File: src/rtl/ps2_key_decoder_if.sv
// PS/2 pin and decoded-key bundle between board pins, decoder and keyboard consumer.
interface ps2_key_decoder_if;
  logic        ps2_clk;
  logic        ps2_data;
  logic [10:0] ps2_key;
  logic        frame_error;

  modport master (output ps2_clk, output ps2_data, input ps2_key, input frame_error);
  modport slave  (input ps2_clk, input ps2_data, output ps2_key, output frame_error);
endinterface

File: src/rtl/ps2_key_decoder.sv
// PS/2 set-2 deframer folding E0/F0/E1 prefixes into {toggle, pressed, extended, code}.
// Define PS2_TYPEMATIC_FILTER_EN to suppress repeated make events of keys already held.
module ps2_key_decoder #(
  parameter int FILTER_LEN     = 8,
  parameter int TIMEOUT_CYCLES = 48000
) (
  input logic               clk,
  input logic               reset,
  ps2_key_decoder_if.slave  ps2
);

  localparam int FW = $clog2(FILTER_LEN + 1);
  localparam int TW = $clog2(TIMEOUT_CYCLES + 1);
  localparam logic [FW-1:0] FLT_LAST = FW'(FILTER_LEN - 1);
  localparam logic [TW-1:0] TO_LAST  = TW'(TIMEOUT_CYCLES - 1);

  typedef enum logic [1:0] {S_IDLE, S_DATA, S_PARITY, S_STOP} state_t;

  logic          clk_s1_q, clk_s2_q, dat_s1_q, dat_s2_q;
  logic          filt_q, filt_d;
  logic [FW-1:0] fcnt_q, fcnt_d;
  logic          fall;
  logic          timeout;

  state_t        state_q;
  logic [2:0]    bit_cnt_q;
  logic [7:0]    shreg_q;
  logic          par_q;
  logic [TW-1:0] to_cnt_q;
  logic          ext_q, brk_q;
  logic [2:0]    skip_q;
  logic [10:0]   key_q;
  logic          err_q;
  logic [10:0]   key_d;
`ifdef PS2_TYPEMATIC_FILTER_EN
  logic [511:0]  held_q;
  logic [8:0]    hidx;
  assign hidx = {ext_q, shreg_q};
`endif

  // Filtered level flips only after FILTER_LEN consecutive samples disagree with it.
  always_comb begin
    filt_d = filt_q;
    fcnt_d = '0;
    if (clk_s2_q != filt_q) begin
      if (fcnt_q == FLT_LAST) filt_d = clk_s2_q;
      else                    fcnt_d = fcnt_q + FW'(1);
    end
  end

  assign fall    = filt_q & ~filt_d;
  assign timeout = (state_q != S_IDLE) && (to_cnt_q == TO_LAST);
  assign key_d   = {~key_q[10], ~brk_q, ext_q, shreg_q};

  always_ff @(posedge clk) begin
    if (reset) begin
      clk_s1_q  <= 1'b1;
      clk_s2_q  <= 1'b1;
      dat_s1_q  <= 1'b1;
      dat_s2_q  <= 1'b1;
      filt_q    <= 1'b1;
      fcnt_q    <= '0;
      state_q   <= S_IDLE;
      bit_cnt_q <= '0;
      shreg_q   <= '0;
      par_q     <= 1'b0;
      to_cnt_q  <= '0;
      ext_q     <= 1'b0;
      brk_q     <= 1'b0;
      skip_q    <= '0;
      key_q     <= '0;
      err_q     <= 1'b0;
`ifdef PS2_TYPEMATIC_FILTER_EN
      held_q    <= '0;
`endif
    end else begin
      clk_s1_q <= ps2.ps2_clk;
      clk_s2_q <= clk_s1_q;
      dat_s1_q <= ps2.ps2_data;
      dat_s2_q <= dat_s1_q;
      filt_q   <= filt_d;
      fcnt_q   <= fcnt_d;
      err_q    <= 1'b0;

      if (state_q == S_IDLE || fall) to_cnt_q <= '0;
      else                           to_cnt_q <= to_cnt_q + TW'(1);

      // Expiry takes priority over a coincident edge.
      if (timeout) begin
        state_q  <= S_IDLE;
        err_q    <= 1'b1;
        ext_q    <= 1'b0;
        brk_q    <= 1'b0;
        to_cnt_q <= '0;
      end else if (fall) begin
        case (state_q)
          S_IDLE: begin
            if (!dat_s2_q) begin
              state_q   <= S_DATA;
              bit_cnt_q <= '0;
            end else begin
              err_q <= 1'b1;
              ext_q <= 1'b0;
              brk_q <= 1'b0;
            end
          end
          S_DATA: begin
            shreg_q   <= {dat_s2_q, shreg_q[7:1]};
            bit_cnt_q <= bit_cnt_q + 3'd1;
            if (bit_cnt_q == 3'd7) state_q <= S_PARITY;
          end
          S_PARITY: begin
            par_q   <= dat_s2_q;
            state_q <= S_STOP;
          end
          S_STOP: begin
            state_q <= S_IDLE;
            if (!dat_s2_q || !(^{shreg_q, par_q})) begin
              err_q <= 1'b1;
              ext_q <= 1'b0;
              brk_q <= 1'b0;
            end else if (skip_q != 3'd0) begin
              skip_q <= skip_q - 3'd1;
            end else if (shreg_q == 8'hE1) begin
              // Pause sends seven more bytes that carry no key information.
              skip_q <= 3'd7;
              ext_q  <= 1'b0;
              brk_q  <= 1'b0;
            end else if (shreg_q == 8'hE0) begin
              ext_q <= 1'b1;
            end else if (shreg_q == 8'hF0) begin
              brk_q <= 1'b1;
            end else begin
              ext_q <= 1'b0;
              brk_q <= 1'b0;
`ifdef PS2_TYPEMATIC_FILTER_EN
              if (brk_q) begin
                held_q[hidx] <= 1'b0;
                key_q        <= key_d;
              end else if (!held_q[hidx]) begin
                held_q[hidx] <= 1'b1;
                key_q        <= key_d;
              end
`else
              key_q <= key_d;
`endif
            end
          end
          default: state_q <= S_IDLE;
        endcase
      end
    end
  end

  assign ps2.ps2_key     = key_q;
  assign ps2.frame_error = err_q;

endmodule
File: src/flat_wrapper.sv
// flat-port wrapper written by rule: the top's interface ports become plain ports
module ps2_key_decoder_flat 
#(
  parameter int FILTER_LEN     = 8,
  parameter int TIMEOUT_CYCLES = 48000
)
  (clk, reset, ps2_ps2_clk, ps2_ps2_data, ps2_ps2_key, ps2_frame_error);
  ps2_key_decoder_if ps2_i ();
  input logic clk;
  input logic reset;
  input wire logic [$bits(ps2_i.ps2_clk)-1:0] ps2_ps2_clk;
  input wire logic [$bits(ps2_i.ps2_data)-1:0] ps2_ps2_data;
  output wire logic [$bits(ps2_i.ps2_key)-1:0] ps2_ps2_key;
  output wire logic [$bits(ps2_i.frame_error)-1:0] ps2_frame_error;
  assign ps2_i.ps2_clk = ps2_ps2_clk;
  assign ps2_i.ps2_data = ps2_ps2_data;
  assign ps2_ps2_key = ps2_i.ps2_key;
  assign ps2_frame_error = ps2_i.frame_error;
  ps2_key_decoder #(.FILTER_LEN(FILTER_LEN), .TIMEOUT_CYCLES(TIMEOUT_CYCLES)) u_core (.clk(clk), .reset(reset), .ps2(ps2_i));
endmodule
File: config.mk
export PLATFORM = sky130hd
export DESIGN_NAME = ps2_key_decoder_flat
export DESIGN_NICKNAME = d
export VERILOG_FILES = /design/src/rtl/ps2_key_decoder_if.sv /design/src/rtl/ps2_key_decoder.sv /design/src/flat_wrapper.sv
export SDC_FILE = /design/constraint.sdc
export NUM_CORES = 1
export LEC_CHECK = 0
export ABC_AREA = 1
export BUFFER_PORTS_ARGS = -buffer_cell sky130_fd_sc_hd__clkbuf_2
export CAP_MARGIN = 15
export CORE_MARGIN = 3
export CORE_UTILIZATION = 60
export CTS_CLUSTER_DIAMETER = 120
export CTS_CLUSTER_SIZE = 10
export DETAILED_ROUTE_END_ITERATION = 10
export PLACE_DENSITY = 0.79
export SYNTH_ARGS = -nofsm -noshare
export SYNTH_HDL_FRONTEND = slang
export SYNTH_SLANG_ARGS = --single-unit
File: constraint.sdc
create_clock -name clk -period 2.9 [get_ports clk]
set_input_delay 0.145 -clock clk [delete_from_list [all_inputs] [get_ports clk]]
set_output_delay 0.145 -clock clk [all_outputs]
set_load 0.02 [all_outputs]
Word-level counts from Yosys, hierarchy flattened
Index checks and enable logic that the tools add are counted.
Word-level totals
  flip-flop bits (word level): 56
  word-level logic and storage cells: 97
  output and inout bits: 12
  input bits: 4
Operators by class
  bitwise operators: 11
  reductions and logical operators: 23
  $add $sub $neg: 4
  equality and inequality tests: 16
  muxes and demuxes: 27
Operator list (number)
  == test 8 bit (second input constant): 3
  two-way mux 1 bit: 17
  adder 16 x 1 -> 16 bit (second input constant): 1
  == test 16 bit (second input constant): 1
  AND reduction 5 bit: 3
  NOT 1 bit: 10
  two-way mux 3 bit: 3
  AND reduction 3 bit: 3
  XOR reduction 9 bit: 1
  one-hot mux 2 bit (4 select lines): 1
  AND reduction 8 bit: 1
  nonzero test 2 bit: 4
  one-hot mux 1 bit (2 select lines): 3
  one-hot mux 3 bit (2 select lines): 1
  OR reduction 3 bit: 2
  != test 5 x 2 -> 1 bit (second input constant): 1
  adder 4 x 1 -> 4 bit (second input constant): 1
  == test 2 bit (second input constant): 2
  == test 4 x 3 -> 1 bit (second input constant): 1
  two-way mux 2 bit: 2
  != test 2 x 1 -> 1 bit (second input constant): 2
  != test 4 x 2 -> 1 bit (second input constant): 1
  AND reduction 4 bit: 1
  adder 3 x 1 -> 3 bit (second input constant): 1
  13 further kinds: 15

Longest topological paths before layout
  depth after elaboration: 7
  gate-level depth with buffers: 14
  depth with buffers taken out: 14

Least setup slack after synthesis
No wires, ideal clock.
  path kind: register to register
  start: reg u_core.state_q[0]
  end: reg u_core.shreg_q[3]
  arrival time: 1755 ps
  stages on the path, launching flop included: 13
  buffers on the path: 2
  required time: 2830 ps
  setup slack: 1075 ps
  period minus slack after synthesis: 1825 ps
  library setup time: 70 ps
  path through: dfxtp_1 inv_1 ha_1 inv_2 nand3_1 nor4_2 nand3_2 and2_4 buf_8 nand2_8 buf_6 o21ai_1 a21oi_1
On the way
  word-level cells in the longest chain between the ends: 4
  elaborated cells between the ends (all ways): 5
  classes of those cells: eq/ne: 1; bitwise: 1; reduce/logical: 3
RTL lines
  from (decl): RTL line ps2_key_decoder.sv:25  | state_t state_q;
  from (signal assigned): RTL line ps2_key_decoder.sv:63  | state_q <= S_IDLE;
  from (signal assigned): RTL line ps2_key_decoder.sv:90  | state_q <= S_IDLE;
  from (signal assigned): RTL line ps2_key_decoder.sv:99  | state_q <= S_DATA;
  nonzero test 2 bit: RTL line ps2_key_decoder.sv:52  | assign timeout = (state_q != S_IDLE) && (to_cnt_q == TO_LAST);
  logical AND 1 bit: RTL line ps2_key_decoder.sv:52
  NOT 1 bit (no source line)
  AND reduction 3 bit (no source line) *
  to (signal assigned): RTL line ps2_key_decoder.sv:108  | shreg_q <= {dat_s2_q, shreg_q[7:1]};
  to (decl): RTL line ps2_key_decoder.sv:27  | logic [7:0] shreg_q;
Mark *: on every way between the ends. The rest lies on a longest branch, timed or not.
A chain may end at the register's enable or synchronous reset.

Worst setup path after layout
  start: reg u_core.state_q[0]
  end: reg u_core.to_cnt_q[15]
On the way
  word-level cells in the longest chain between the ends: 3
  elaborated cells between the ends (all ways): 5
  classes of those cells: reduce/logical: 5
RTL lines
  zero test 2 bit / nonzero test 2 bit (equally long branches): RTL line ps2_key_decoder.sv:85, ps2_key_decoder.sv:52
  logical OR 1 bit / logical AND 1 bit (equally long branches): RTL line ps2_key_decoder.sv:85, ps2_key_decoder.sv:52
  OR reduction 3 bit (no source line) *
  to (signal assigned): RTL line ps2_key_decoder.sv:86  | else to_cnt_q <= to_cnt_q + TW'(1);
  to (decl): RTL line ps2_key_decoder.sv:29  | logic [TW-1:0] to_cnt_q;
Marks and branches as above.

==> metrics.md <==
| Metric | Value |
|---|---|
| PD cells | `419 mW/mm^2` |
| RD Place Congestion | `0.854` |
| Reg area | `0.00112 mm^2` |
| FP Rows | `23` |
| Pleak | `1.06 nW` |
| Worst Hold End | `u_core.clk_s1_q$_SDFF_PP1_` |
| Layout Cells excl Fill | `412` |
| Util after Layout | `68.4%` |
| Synth Cell Area | `0.00270 mm^2` |
| Final min period | `2.09 ns` |
| Finish-stage setup viols | `0` |
| Ports | `16` |
| Antenna-violating nets left | `0` |
| Final worst slack | `0.809 ns` |
| Clock root buffer | `clkbuf_8` |
| Filler Cells Inserted | `348` |
| Fmax | `0.478 GHz` |
| IO buf count | `15` |
| Slew margin rel. | `74.5%` |
| Sequential-to-total area share from yosys stat | `41.5%` |
| Flop-to-flop setup slack | `0.81 ns` |
| Max FO, Critical Path | `11` |
| Post-route clock skew | `0.00862 ns` |
| Layout cell share with drive strength beyond 1 | `16.9%` |
| CTS-repair resized insts | `0` |
| Synth top area share | `41.5%` |
| Most frequent cells in the layout | `58 x nand2_1, 56 x dfxtp_1, 48 x inv_1` |
| Largest net degree at the start of global routing | `25` |
| Sinks on Clock Net | `56` |
| Die Width | `73.1 um` |
| Worst-path clk slew | `0.09 ns` |
| Place WS | `0.810 ns` |
| Vias | `2173` |
| Slew @ Worst Pin | `0.383 ns` |
| Grt ovf | `0` |
| Vias in the first global route | `1949` |
| Die Area | `0.00534 mm^2` |
| Worst EP arrival | `2.35 ns` |
| Tot GR Track Use | `19.8%` |
| Die H | `73.1 um` |
| Post-synth top area cell | `dfxtp_1` |
| Period utilization | `72.1%` |
| Primary FF master, synth | `dfxtp_1` |
| Routed wire length | `4530 um` |
| Max-cap viol count | `0` |
| Core area | `0.00417 mm^2` |
| CP Launch Type | `flip-flop` |
| First-pass DRT Iterations | `4` |
| Reg-to-Reg End | `u_core.to_cnt_q[15]$_SDFF_PP0_` |
| # hold bufs at CTS | `0` |
| Unrepaired setup endpoints after global routing | `false` |
| Clock Tree Buf Depth | `2` |
| Area growth from synthesis to layout | `5.80%` |
| CTS tree | `built` |
| Async SR Flop Fraction | `0%` |
| Initial antenna violation count | `0` |
| Worst hold path type | `primary input to flip-flop` |
| Worst Setup End Kind | `flip-flop` |
| TNS Setup | `0 ns` |
| Final hold violations | `0` |
| Worst vdd ir | `0.000307 V` |
| Status | `finished, final reports clean` |
| Crit. Startpoint | `u_core.state_q[0]$_SDFFE_PP0P_` |
| DP Wirelength | `3410 um` |
| Setup Fix Bufs, Post-CTS | `0` |
| DRT iter0 DRCs | `177` |
| Worst skew pair latency | `0.31 ns` |
| Ys Warns | `0` |
| Via/cell ratio | `5.27` |
| Total Power | `1.20 mW` |
| Worst reg-to-reg path cell count | `11` |
| Launch point of the worst reg-to-reg path | `u_core.state_q[0]$_SDFFE_PP0P_` |
| First-pass GRT wire length | `8360 um` |
| WL per Instance | `11.0 um` |
| Num CTS Buffers | `5` |
| NumNets Final | `377` |
| Initial Util | `64.7%` |
| Slew Viols, Final | `0` |
| WHS Path Cells | `2` |
| Yosys reg bits | `56` |
| Hold WS | `0.0167 ns` |
| Post-DP Area | `0.00278 mm^2` |
| Syn Nets | `362` |
| Hold Crit Start | `ps2_ps2_clk` |
| Cells after synthesis | `347` |
| Design area | `0.00286 mm^2` |
| Most common cell after layout, fill and taps aside | `nand2_1` |
| EDFF count, synth | `0` |
| Post-synth cell types | `38` |
| Critical path class | `flip-flop to flip-flop` |
| Synth area leaders | `dfxtp_1 42%, nand2_1 8.1%, inv_1 6.7%, ha_1 5.1%, a21oi_1 4.8%` |
| Placed Cells | `405` |
| Syn_area_per_cell | `7.78 um^2` |
| H-tree Lvls | `2` |
| Area of the multi-input gates | `0.00131 mm^2` |
| WP data required | `3.15 ns` |
| DRC | `0` |
| Ant diodes | `0` |
sequential cells by signal, summed over array words and instances (netlist names), 2 cells and up:
register,flops
u_core.bit_cnt_q,3
u_core.ps2.ps2_key,11
u_core.shreg_q,8
u_core.state_q,2
u_core.to_cnt_q,16
u_core.skip_q,3
u_core.fcnt_q,4
cells in the mapped netlist (2+ instances only):
| cell type | n |
|---|---|
| a211oi_1 | 2 |
| a21oi_1 | 26 |
| a21oi_2 | 8 |
| buf_2 | 2 |
| buf_6 | 3 |
| clkbuf_1 | 2 |
| dfxtp_1 | 56 |
| ha_1 | 11 |
| inv_1 | 48 |
| inv_2 | 4 |
| nand2_1 | 58 |
| nand2_2 | 3 |
| nand3_1 | 22 |
| nand4_1 | 6 |
| nor2_1 | 34 |
| nor2_2 | 2 |
| nor3_1 | 5 |
| nor3b_1 | 3 |
| nor4_2 | 3 |
| o21ai_0 | 13 |
| o21ai_1 | 9 |
| o21ai_2 | 2 |
| or2_2 | 7 |
| xor2_1 | 4 |
critical path: stages (launching register included):
cell,delay (ns)
dfxtp_1,0.34
inv_1,0.13
ha_1,0.32
inv_2,0.06
nand3_1,0.08
nor4_2,0.04
nand3_2,0.10
nand2_2,0.11
nor3_2,0.30
inv_1,0.26
a21oi_1,0.17
o21a_1,0.13
worst max-delay path by stage:
stage | end | slack [ns] | cells past startpoint
final | u_core.to_cnt_q[15]$_SDFF_PP0_ | 0.81 | 11
after detailed placement | u_core.to_cnt_q[15]$_SDFF_PP0_ | 0.81 | 11
after floorplan | u_core.shreg_q[3]$_SDFFE_PP0P_ | 1.08 | 12
after global placement | u_core.ps2.ps2_key[0]$_SDFFE_PP0P_ | 0.90 | 11
after CTS | u_core.to_cnt_q[15]$_SDFF_PP0_ | 0.79 | 11
after global routing | u_core.to_cnt_q[15]$_SDFF_PP0_ | 0.57 | 11
routing by layer:
metal	vias to the layer above	wire length, um	global-route usage (%)	share of wire [%]
met2	52	2070	33.3	46
met5	-	0	0	0
met1	953	2160	24.4	48
met4	0	72	6.56	1.6
met3	9	230	5.10	5.1
li1	1159	-	-	-
area by class of cell:
type                       count  area share (%)
tap                           50            2.19
inverter                      52            6.84
clock inverter                 1           0.175
multi-input combinational    230            45.8
timing repair buffer          17            3.16
sequential                    56            39.3
clock buffer                   6            2.54
where the power goes:
part / switching (mW) / internal (mW) / leakage (nW)
Clock: 0.232 / 0.165 / 0.0410
Combinational: 0.0155 / 0.00918 / 0.569
Sequential: 0.00304 / 0.771 / 0.452
Total: 0.250 / 0.945 / 1.06
cells by family after synthesis:
family | count (synthesis) | synth area share (%)
xor+xnor | 5 | 1.62
simple gates | 150 | 27.6
fa+ha+maj | 11 | 5.10
compound gates | 64 | 14.2
flops | 56 | 41.5
buf+inv | 61 | 9.97
(Power assumes the default switching activity.)
